$ cat src/rtl/tape_rec_pkg.sv
// Shared types and timing thresholds for the cassette tape recorder.
// Thresholds are in microseconds of measured period between rising edges.
package tape_rec_pkg;

    typedef enum logic [1:0] {
        ST_HUNT   = 2'd0,
        ST_DATA   = 2'd1,
        ST_PARITY = 2'd2,
        ST_STORE  = 2'd3
    } state_t;

    // Below this a period is treated as line noise.
    localparam logic [9:0] TH_BIT1    = 10'd120;
    // From TH_BIT1 up to here a period is a 1 bit.
    localparam logic [9:0] TH_BIT0    = 10'd312;
    // From TH_BIT0 up to here a period is a 0 bit; at or above it is a gap.
    localparam logic [9:0] TH_GAP     = 10'd624;
    // Period counter saturation value (no edge for a long time).
    localparam logic [9:0] PERIOD_MAX = 10'd1023;

endpackage

$ cat src/rtl/tape_period_meter.sv
// Synchronizes the raw tape level, measures the time between rising edges in
// 1 us ticks and classifies each measured period as glitch / bit 1 / bit 0 /
// gap. The first edge after enable or reset only arms the measurement.
module tape_period_meter
    import tape_rec_pkg::*;
#(
    parameter int unsigned CLK_HZ = 24000000
)
(
    input  logic clk_sys,
    input  logic RESET,
    input  logic i_en,
    input  logic i_tape_out,
    output logic o_bit_valid,
    output logic o_bit_val,
    output logic o_glitch,
    output logic o_gap,
    output logic o_sat
);

    localparam int unsigned DIV      = (CLK_HZ / 1000000 < 1) ? 1 : CLK_HZ / 1000000;
    localparam int unsigned PW       = (DIV > 1) ? $clog2(DIV) : 1;
    localparam logic [PW-1:0] DIV_LAST = PW'(DIV - 1);

    logic          r_sync1;
    logic          r_sync2;
    logic          r_sync3;
    logic [PW-1:0] r_presc;
    logic [9:0]    r_period;
    logic          r_armed;
    logic          r_bit_valid;
    logic          r_bit_val;
    logic          r_glitch;
    logic          r_gap;
    logic          w_rise;
    logic          w_tick;
    logic          w_sat;

    assign w_rise = r_sync2 & ~r_sync3;
    assign w_tick = (r_presc == DIV_LAST);
    assign w_sat  = (r_period == PERIOD_MAX);

    // Two-flop synchronizer plus one history flop for rising-edge detection.
    always_ff @(posedge clk_sys) begin
        if (RESET) begin
            r_sync1 <= 1'b0;
            r_sync2 <= 1'b0;
            r_sync3 <= 1'b0;
        end else begin
            r_sync1 <= i_tape_out;
            r_sync2 <= r_sync1;
            r_sync3 <= r_sync2;
        end
    end

    // 1 us prescaler and saturating period counter, restarted on every edge.
    always_ff @(posedge clk_sys) begin
        if (RESET || !i_en) begin
            r_presc  <= '0;
            r_period <= '0;
        end else if (w_rise) begin
            r_presc  <= '0;
            r_period <= '0;
        end else begin
            r_presc <= w_tick ? '0 : r_presc + 1'b1;
            if (w_tick && !w_sat) begin
                r_period <= r_period + 1'b1;
            end
        end
    end

    // Classify the period ending at each edge into one-cycle strobes.
    always_ff @(posedge clk_sys) begin
        if (RESET || !i_en) begin
            r_armed     <= 1'b0;
            r_bit_valid <= 1'b0;
            r_bit_val   <= 1'b0;
            r_glitch    <= 1'b0;
            r_gap       <= 1'b0;
        end else begin
            r_bit_valid <= 1'b0;
            r_glitch    <= 1'b0;
            r_gap       <= 1'b0;
            if (w_rise) begin
                r_armed <= 1'b1;
                if (r_armed) begin
                    if (r_period < TH_BIT1) begin
                        r_glitch <= 1'b1;
                    end else if (r_period < TH_BIT0) begin
                        r_bit_valid <= 1'b1;
                        r_bit_val   <= 1'b1;
                    end else if (r_period < TH_GAP) begin
                        r_bit_valid <= 1'b1;
                        r_bit_val   <= 1'b0;
                    end else begin
                        r_gap <= 1'b1;
                    end
                end
            end
        end
    end

    assign o_bit_valid = r_bit_valid;
    assign o_bit_val   = r_bit_val;
    assign o_glitch    = r_glitch;
    assign o_gap       = r_gap;
    assign o_sat       = w_sat;

endmodule

$ cat src/rtl/tape_recorder.sv
// Cassette tape recorder: decodes bits from the machine's tape output into
// framed bytes (start 0, 8 data LSB-first, odd parity) and writes them
// sequentially into the tape cache.
module tape_recorder
    import tape_rec_pkg::*;
#(
    parameter int unsigned CLK_HZ = 24000000
)
(
    input  logic        clk_sys,
    input  logic        RESET,
    input  logic        en,
    input  logic        tape_out,
    input  logic        rewind,
    output logic        wr_en,
    output logic [15:0] wr_addr,
    output logic [7:0]  wr_data,
    output logic [15:0] tape_len,
    output logic        parity_err,
    output logic        overflow,
    output logic        active,
    output logic [1:0]  o_dbg_state
);

    state_t      r_state;
    state_t      w_next;
    logic [7:0]  r_shift;
    logic [7:0]  r_wr_data;
    logic [2:0]  r_bit_idx;
    logic        r_par_ok;
    logic [15:0] r_wr_addr;
    logic [15:0] r_tape_len;
    logic        r_parity_err;
    logic        r_overflow;
    logic        w_bit_valid;
    logic        w_bit_val;
    logic        w_glitch;
    logic        w_gap;
    logic        w_sat;
    logic        w_room;

    tape_period_meter #(.CLK_HZ(CLK_HZ)) u_meter (
        .clk_sys     (clk_sys),
        .RESET       (RESET),
        .i_en        (en),
        .i_tape_out  (tape_out),
        .o_bit_valid (w_bit_valid),
        .o_bit_val   (w_bit_val),
        .o_glitch    (w_glitch),
        .o_gap       (w_gap),
        .o_sat       (w_sat)
    );

    assign w_room = (r_wr_addr != 16'hFFFF);

    // State register.
    always_ff @(posedge clk_sys) begin
        if (RESET) begin
            r_state <= ST_HUNT;
        end else begin
            r_state <= w_next;
        end
    end

    // Next-state: framing progress, with motor-off and long silence as aborts.
    always_comb begin
        w_next = r_state;
        if (!en || w_sat) begin
            w_next = ST_HUNT;
        end else begin
            case (r_state)
                ST_HUNT: begin
                    if (w_bit_valid && !w_bit_val) w_next = ST_DATA;
                end
                ST_DATA: begin
                    if (w_glitch || w_gap) w_next = ST_HUNT;
                    else if (w_bit_valid && r_bit_idx == 3'd7) w_next = ST_PARITY;
                end
                ST_PARITY: begin
                    if (w_glitch || w_gap) w_next = ST_HUNT;
                    else if (w_bit_valid) w_next = ST_STORE;
                end
                ST_STORE: w_next = ST_HUNT;
                default:  w_next = ST_HUNT;
            endcase
        end
    end

    // Byte assembly: shift data bits LSB-first, latch byte and parity result.
    always_ff @(posedge clk_sys) begin
        if (RESET) begin
            r_shift   <= 8'h00;
            r_bit_idx <= 3'd0;
            r_par_ok  <= 1'b0;
            r_wr_data <= 8'h00;
        end else begin
            if (r_state == ST_HUNT) begin
                r_bit_idx <= 3'd0;
            end
            if (w_bit_valid && r_state == ST_DATA) begin
                r_shift   <= {w_bit_val, r_shift[7:1]};
                r_bit_idx <= r_bit_idx + 1'b1;
            end
            if (w_bit_valid && r_state == ST_PARITY) begin
                r_par_ok  <= ^{r_shift, w_bit_val};
                r_wr_data <= r_shift;
            end
        end
    end

    // Write pointer, length and sticky flags; rewind wins over a store.
    always_ff @(posedge clk_sys) begin
        if (RESET || rewind) begin
            r_wr_addr    <= 16'h0000;
            r_tape_len   <= 16'h0000;
            r_parity_err <= 1'b0;
            r_overflow   <= 1'b0;
        end else if (r_state == ST_STORE) begin
            if (!r_par_ok) begin
                r_parity_err <= 1'b1;
            end
            if (w_room) begin
                r_wr_addr  <= r_wr_addr + 16'd1;
                r_tape_len <= r_tape_len + 16'd1;
            end else begin
                r_overflow <= 1'b1;
            end
        end
    end

    assign wr_en       = (r_state == ST_STORE) && w_room && !rewind;
    assign wr_addr     = r_wr_addr;
    assign wr_data     = r_wr_data;
    assign tape_len    = r_tape_len;
    assign parity_err  = r_parity_err;
    assign overflow    = r_overflow;
    assign active      = (r_state != ST_HUNT);
    assign o_dbg_state = r_state;

endmodule

$ cat config.mk
export PLATFORM = sky130hd
export DESIGN_NAME = tape_recorder
export DESIGN_NICKNAME = d
export VERILOG_FILES = /design/src/rtl/tape_rec_pkg.sv /design/src/rtl/tape_period_meter.sv /design/src/rtl/tape_recorder.sv
export SDC_FILE = /design/constraint.sdc
export NUM_CORES = 1
export LEC_CHECK = 0
export ABC_AREA = 0
export CAP_MARGIN = 20
export CORE_MARGIN = 3
export CORE_UTILIZATION = 38
export CTS_BUF_LIST = sky130_fd_sc_hd__clkbuf_16
export CTS_CLUSTER_DIAMETER = 200
export DETAILED_ROUTE_END_ITERATION = 10
export DONT_BUFFER_PORTS = 1
export GPL_ROUTABILITY_DRIVEN = 0
export RECOVER_POWER = 50
export SYNTH_ARGS = -nofsm -noshare
export SYNTH_HDL_FRONTEND = slang
export SYNTH_SLANG_ARGS = --single-unit
$ cat constraint.sdc
create_clock -name clk_sys -period 5.05 [get_ports clk_sys]
set_clock_uncertainty 0.15 [all_clocks]
set_input_delay 0.7575 -clock clk_sys [delete_from_list [all_inputs] [get_ports clk_sys]]
set_output_delay 0.7575 -clock clk_sys [all_outputs]
set_load 0.1 [all_outputs]
==> results.py <==
metrics = {
    "power": {
        "p_int_mw": 0.9565,
        "power_density_nw_per_um2": 311.5,
        "pwr-share-seq": 0.515,
        "ir_worst_vdd_mv": 0.1410,
        "static-leakage-power_nw": 1.299,
        "p_switching_mw": 0.2588,
        "pwr-share-clk": 0.476,
        "pwr-share-comb": 0.009,
        "swShare": 0.2129,
    },
    "sta": {
        "timing.final.crit_share": 0.8184,
        "fmax_mhz": 242.0,
        "fin_tns_setup_ns": 0,
        "hold_viol": 0,
        "rsz0062_at_grt": "false",
        "max-slew-margin-rel": -0.08459,
        "drv_slew": 12,
        "tightestPinTransition_ns": 1.627,
        "fin_crit_ns": 4.133,
        "setup_viol": 0,
    },
    "worst_setup_path": {
        "slowest_stage": "clkbuf_1",
        "cp.required_ns": 4.14,
        "ff2ff_path_depth": 6,
        "crit_arrival_ns": 3.23,
        "path_max_fanout": 16,
        "crit_type": "flop to primary output",
        "end_kind": "primary output",
        "critPathMaxStageDelay_ns": 1.02,
        "cp.buffers_inverters": 1,
        "worst-path-stages": 5,
        "critPathLaunch": "wr_addr[3]",
        "critPathLaunchType": "flop",
        "ff2ff_setup_slack_ns": 1.66,
        "path_cells": "clkbuf_1 > nand3_2 > or3_1 > o21ai_4 > nor2_2",
        "r2r-start": "wr_addr[4]",
        "crit_family": "simple AND/OR/NAND/NOR gates",
    },
    "clocking": {
        "clk_pin_slew_ns": 0.06,
        "cts_resized": 0,
        "cts.htree.levels": 3,
        "root_buffer": "clkbuf_16",
        "holdBufCountCts": 0,
        "post-cts-setup-buffer-count": 0,
        "clkLatencyLatePin_ns": 0.33,
        "clockBufferDepth": 2,
        "numCtsBuffers": 9,
        "cts_sinks": 79,
        "cts_tree": "done",
    },
    "drt": {
        "drt-pass1-iter-count": 5,
        "wire_per_inst_um": 14.21,
        "routed_via_density": 5.318,
        "drtIter0Drc": 103,
        "vias": 2760,
        "wl_met3_um": 451,
        "antenna_left": 0,
        "drc_errors": 0,
        "wirelength_met1_mm": 3.424,
        "drt_wl_total_mm": 7.375,
        "met2_length_mm": 3.450,
        "top_layer_used": "met4",
    },
    "synthesis": {
        "synth_top_area_share": 0.4490,
        "ys_warn_count": 0,
        "synth-simple-area-share": 0.2558,
        "netlist_area_sq_um": 3522,
        "synth_area_leaders": "dfxtp_1, xnor2_1, nor2_1",
        "synth_edf_count": 0,
        "netlist_instances": 397,
        "synth_seq_cells": 79,
        "synth-compound-area-share": 0.1162,
        "synth_nets": 408,
        "synth_seq_area_share": 0.4490,
        "synth_top_family_by_area": "simple AND/OR/NAND/NOR gates",
        "ys.flop_type": "dfxtp_1",
        "synth_top_cell_by_area": "dfxtp_1",
        "ys_top_cells_by_count": "dfxtp_1, nor2_1, nand2_1, a21oi_1, xnor2_1",
        "async_flop_share": 0,
        "yosys.cell_types.count": 50,
        "synth_fa_ha_area_frac": 0.02131,
        "synth.mux.area_fraction": 0.02842,
        "synthXorXnorAreaFrac": 0.1009,
        "synth_area_per_cell_sq_um": 8.872,
        "yosysMostFrequentCell": "dfxtp_1",
    },
    "floorplanning": {
        "io_pins": 51,
        "die_h_um": 102.3,
        "start_util": 0.3980,
        "die_w_um": 102.3,
        "die_area_sq_um": 10460,
        "core-area_sq_um": 8848,
        "rows": 34,
    },
    "cells_and_area": {
        "multi_input_area_sq_um": 1831,
        "fin_util": 0.4409,
        "layout-drive-gt1-share": 0.07786,
        "n_fill_cell": 865,
        "diodes": 0,
        "area_growth_pct": 10.76,
        "regArea_sq_um": 1582,
        "nets": 417,
    },
    "grt": {
        "grt_max_degree": 35,
        "grt_pass1_vias": 2490,
        "globalRouteOverflowTotal": 0,
        "grt_usage": 0.1439,
        "antenna_found_initial": 0,
        "grt_pass1_wl_mm": 12.02,
    },
    "run_status": {
        "status": "complete, but fails checks",
        "violations": "max-capacitance violations, max-slew violations",
    },
    "run": {
        "maxCapViolations": 2,
    },
    "hold_path": {
        "hold-path-cell-count": 1,
        "hp-class": "flop to flop",
        "hp-start": "u_meter.r_sync1",
    },
    "placement": {
        "dp_hpwl_mm": 5.205,
        "io_buffers": 0,
    },
}
## cell type report
| cell class | count | area share |
|---|---|---|
| Clock buffer | 9 | 0.05773 |
| Clock inverter | 7 | 0.01090 |
| Inverter | 6 | 0.005773 |
| Multi-Input combinational cell | 296 | 0.4692 |
| Sequential cell | 79 | 0.4054 |
| Tap cell | 108 | 0.03464 |
| Timing Repair Buffer | 14 | 0.01636 |
## through the flow
stage                     power [mW]  setup slack, ns  hold WS [ns]  std cells  cell area (sq um)
after floorplan               0.6505            1.226        0.2638        397               3522
after global placement        0.6506            1.843        0.2906        503               3687
after detailed placement      0.6506            1.811        0.2935        503               3687
after CTS                      1.228            1.441        0.3033        519               3955
after global routing           1.254           0.6596        0.3228        519               3901
final                          1.215           0.9172        0.2996        519               3901
## sequential cells by signal (all words and copies together), names as in the netlist
| name | count |
|---|---|
| u_meter.r_sync1 | 1 |
| u_meter.r_period | 10 |
| r_shift | 8 |
| tape_len | 16 |
| wr_data | 8 |
| u_meter.o_glitch | 1 |
| u_meter.r_sync3 | 1 |
| wr_addr | 16 |
| r_par_ok | 1 |
| u_meter.o_bit_val | 1 |
| parity_err | 1 |
| u_meter.o_gap | 1 |
| overflow | 1 |
| u_meter.r_sync2 | 1 |
| o_dbg_state | 2 |
| u_meter.r_presc | 5 |
| r_bit_idx | 3 |
| u_meter.r_armed | 1 |
| u_meter.o_bit_valid | 1 |
## kinds of logic (layout without fill, tap and decap cells)
| logic type | count (synthesis) | count (layout) |
|---|---|---|
| and+or+nand+nor | 180 | 180 |
| DFF | 79 | 79 |
| AOI/OAI and AO/OA | 61 | 61 |
| xor gates and xnor gates | 39 | 39 |
| buffers and inverters | 22 | 36 |
| muxes | 10 | 10 |
| adders and majority gates | 6 | 6 |
## power groups by stage
stage / clock, mW / sequential (mW) / combinational (mW)
finish: 0.579 / 0.626 / 0.0107
global route: 0.617 / 0.626 / 0.0120
CTS: 0.591 / 0.626 / 0.0108
detailed placement: 0 / 0.640 / 0.0107
global placement: 0 / 0.640 / 0.0109
floorplan: 0 / 0.640 / 0.0109
## layer usage
layer | up-vias | global-route usage
met5 | - | 0
met4 | 0 | 0.02725
met3 | 6 | 0.05666
met2 | 74 | 0.2274
met1 | 1276 | 0.1885
li1 | 1404 | -
## cell usage in the layout, fill, tap and decap left out, drive strengths merged, types with 4 or more instances in the layout
| master | instances |
|---|---|
| a2111oi | 4 |
| nor2 | 56 |
| xor2 | 10 |
| o31ai | 7 |
| ha | 6 |
| xnor2 | 28 |
| nand2 | 44 |
| clkbuf | 20 |
| o21ai | 5 |
| inv | 8 |
| or3 | 5 |
| nand3 | 19 |
| nand4 | 12 |
| clkinv | 4 |
| dfxtp | 79 |
| mux2i | 10 |
| nor3 | 10 |
| a21oi | 29 |
| nor2b | 7 |
| or4 | 4 |
| a211oi | 8 |
## path summary, 6_finish.rpt
check / to
worst min register to register: u_meter.r_sync2
worst max register to register: wr_addr[0]
worst max-delay path: wr_en
worst min-delay path: u_meter.r_sync2
Note: power is estimated with default switching activity, not from simulation.
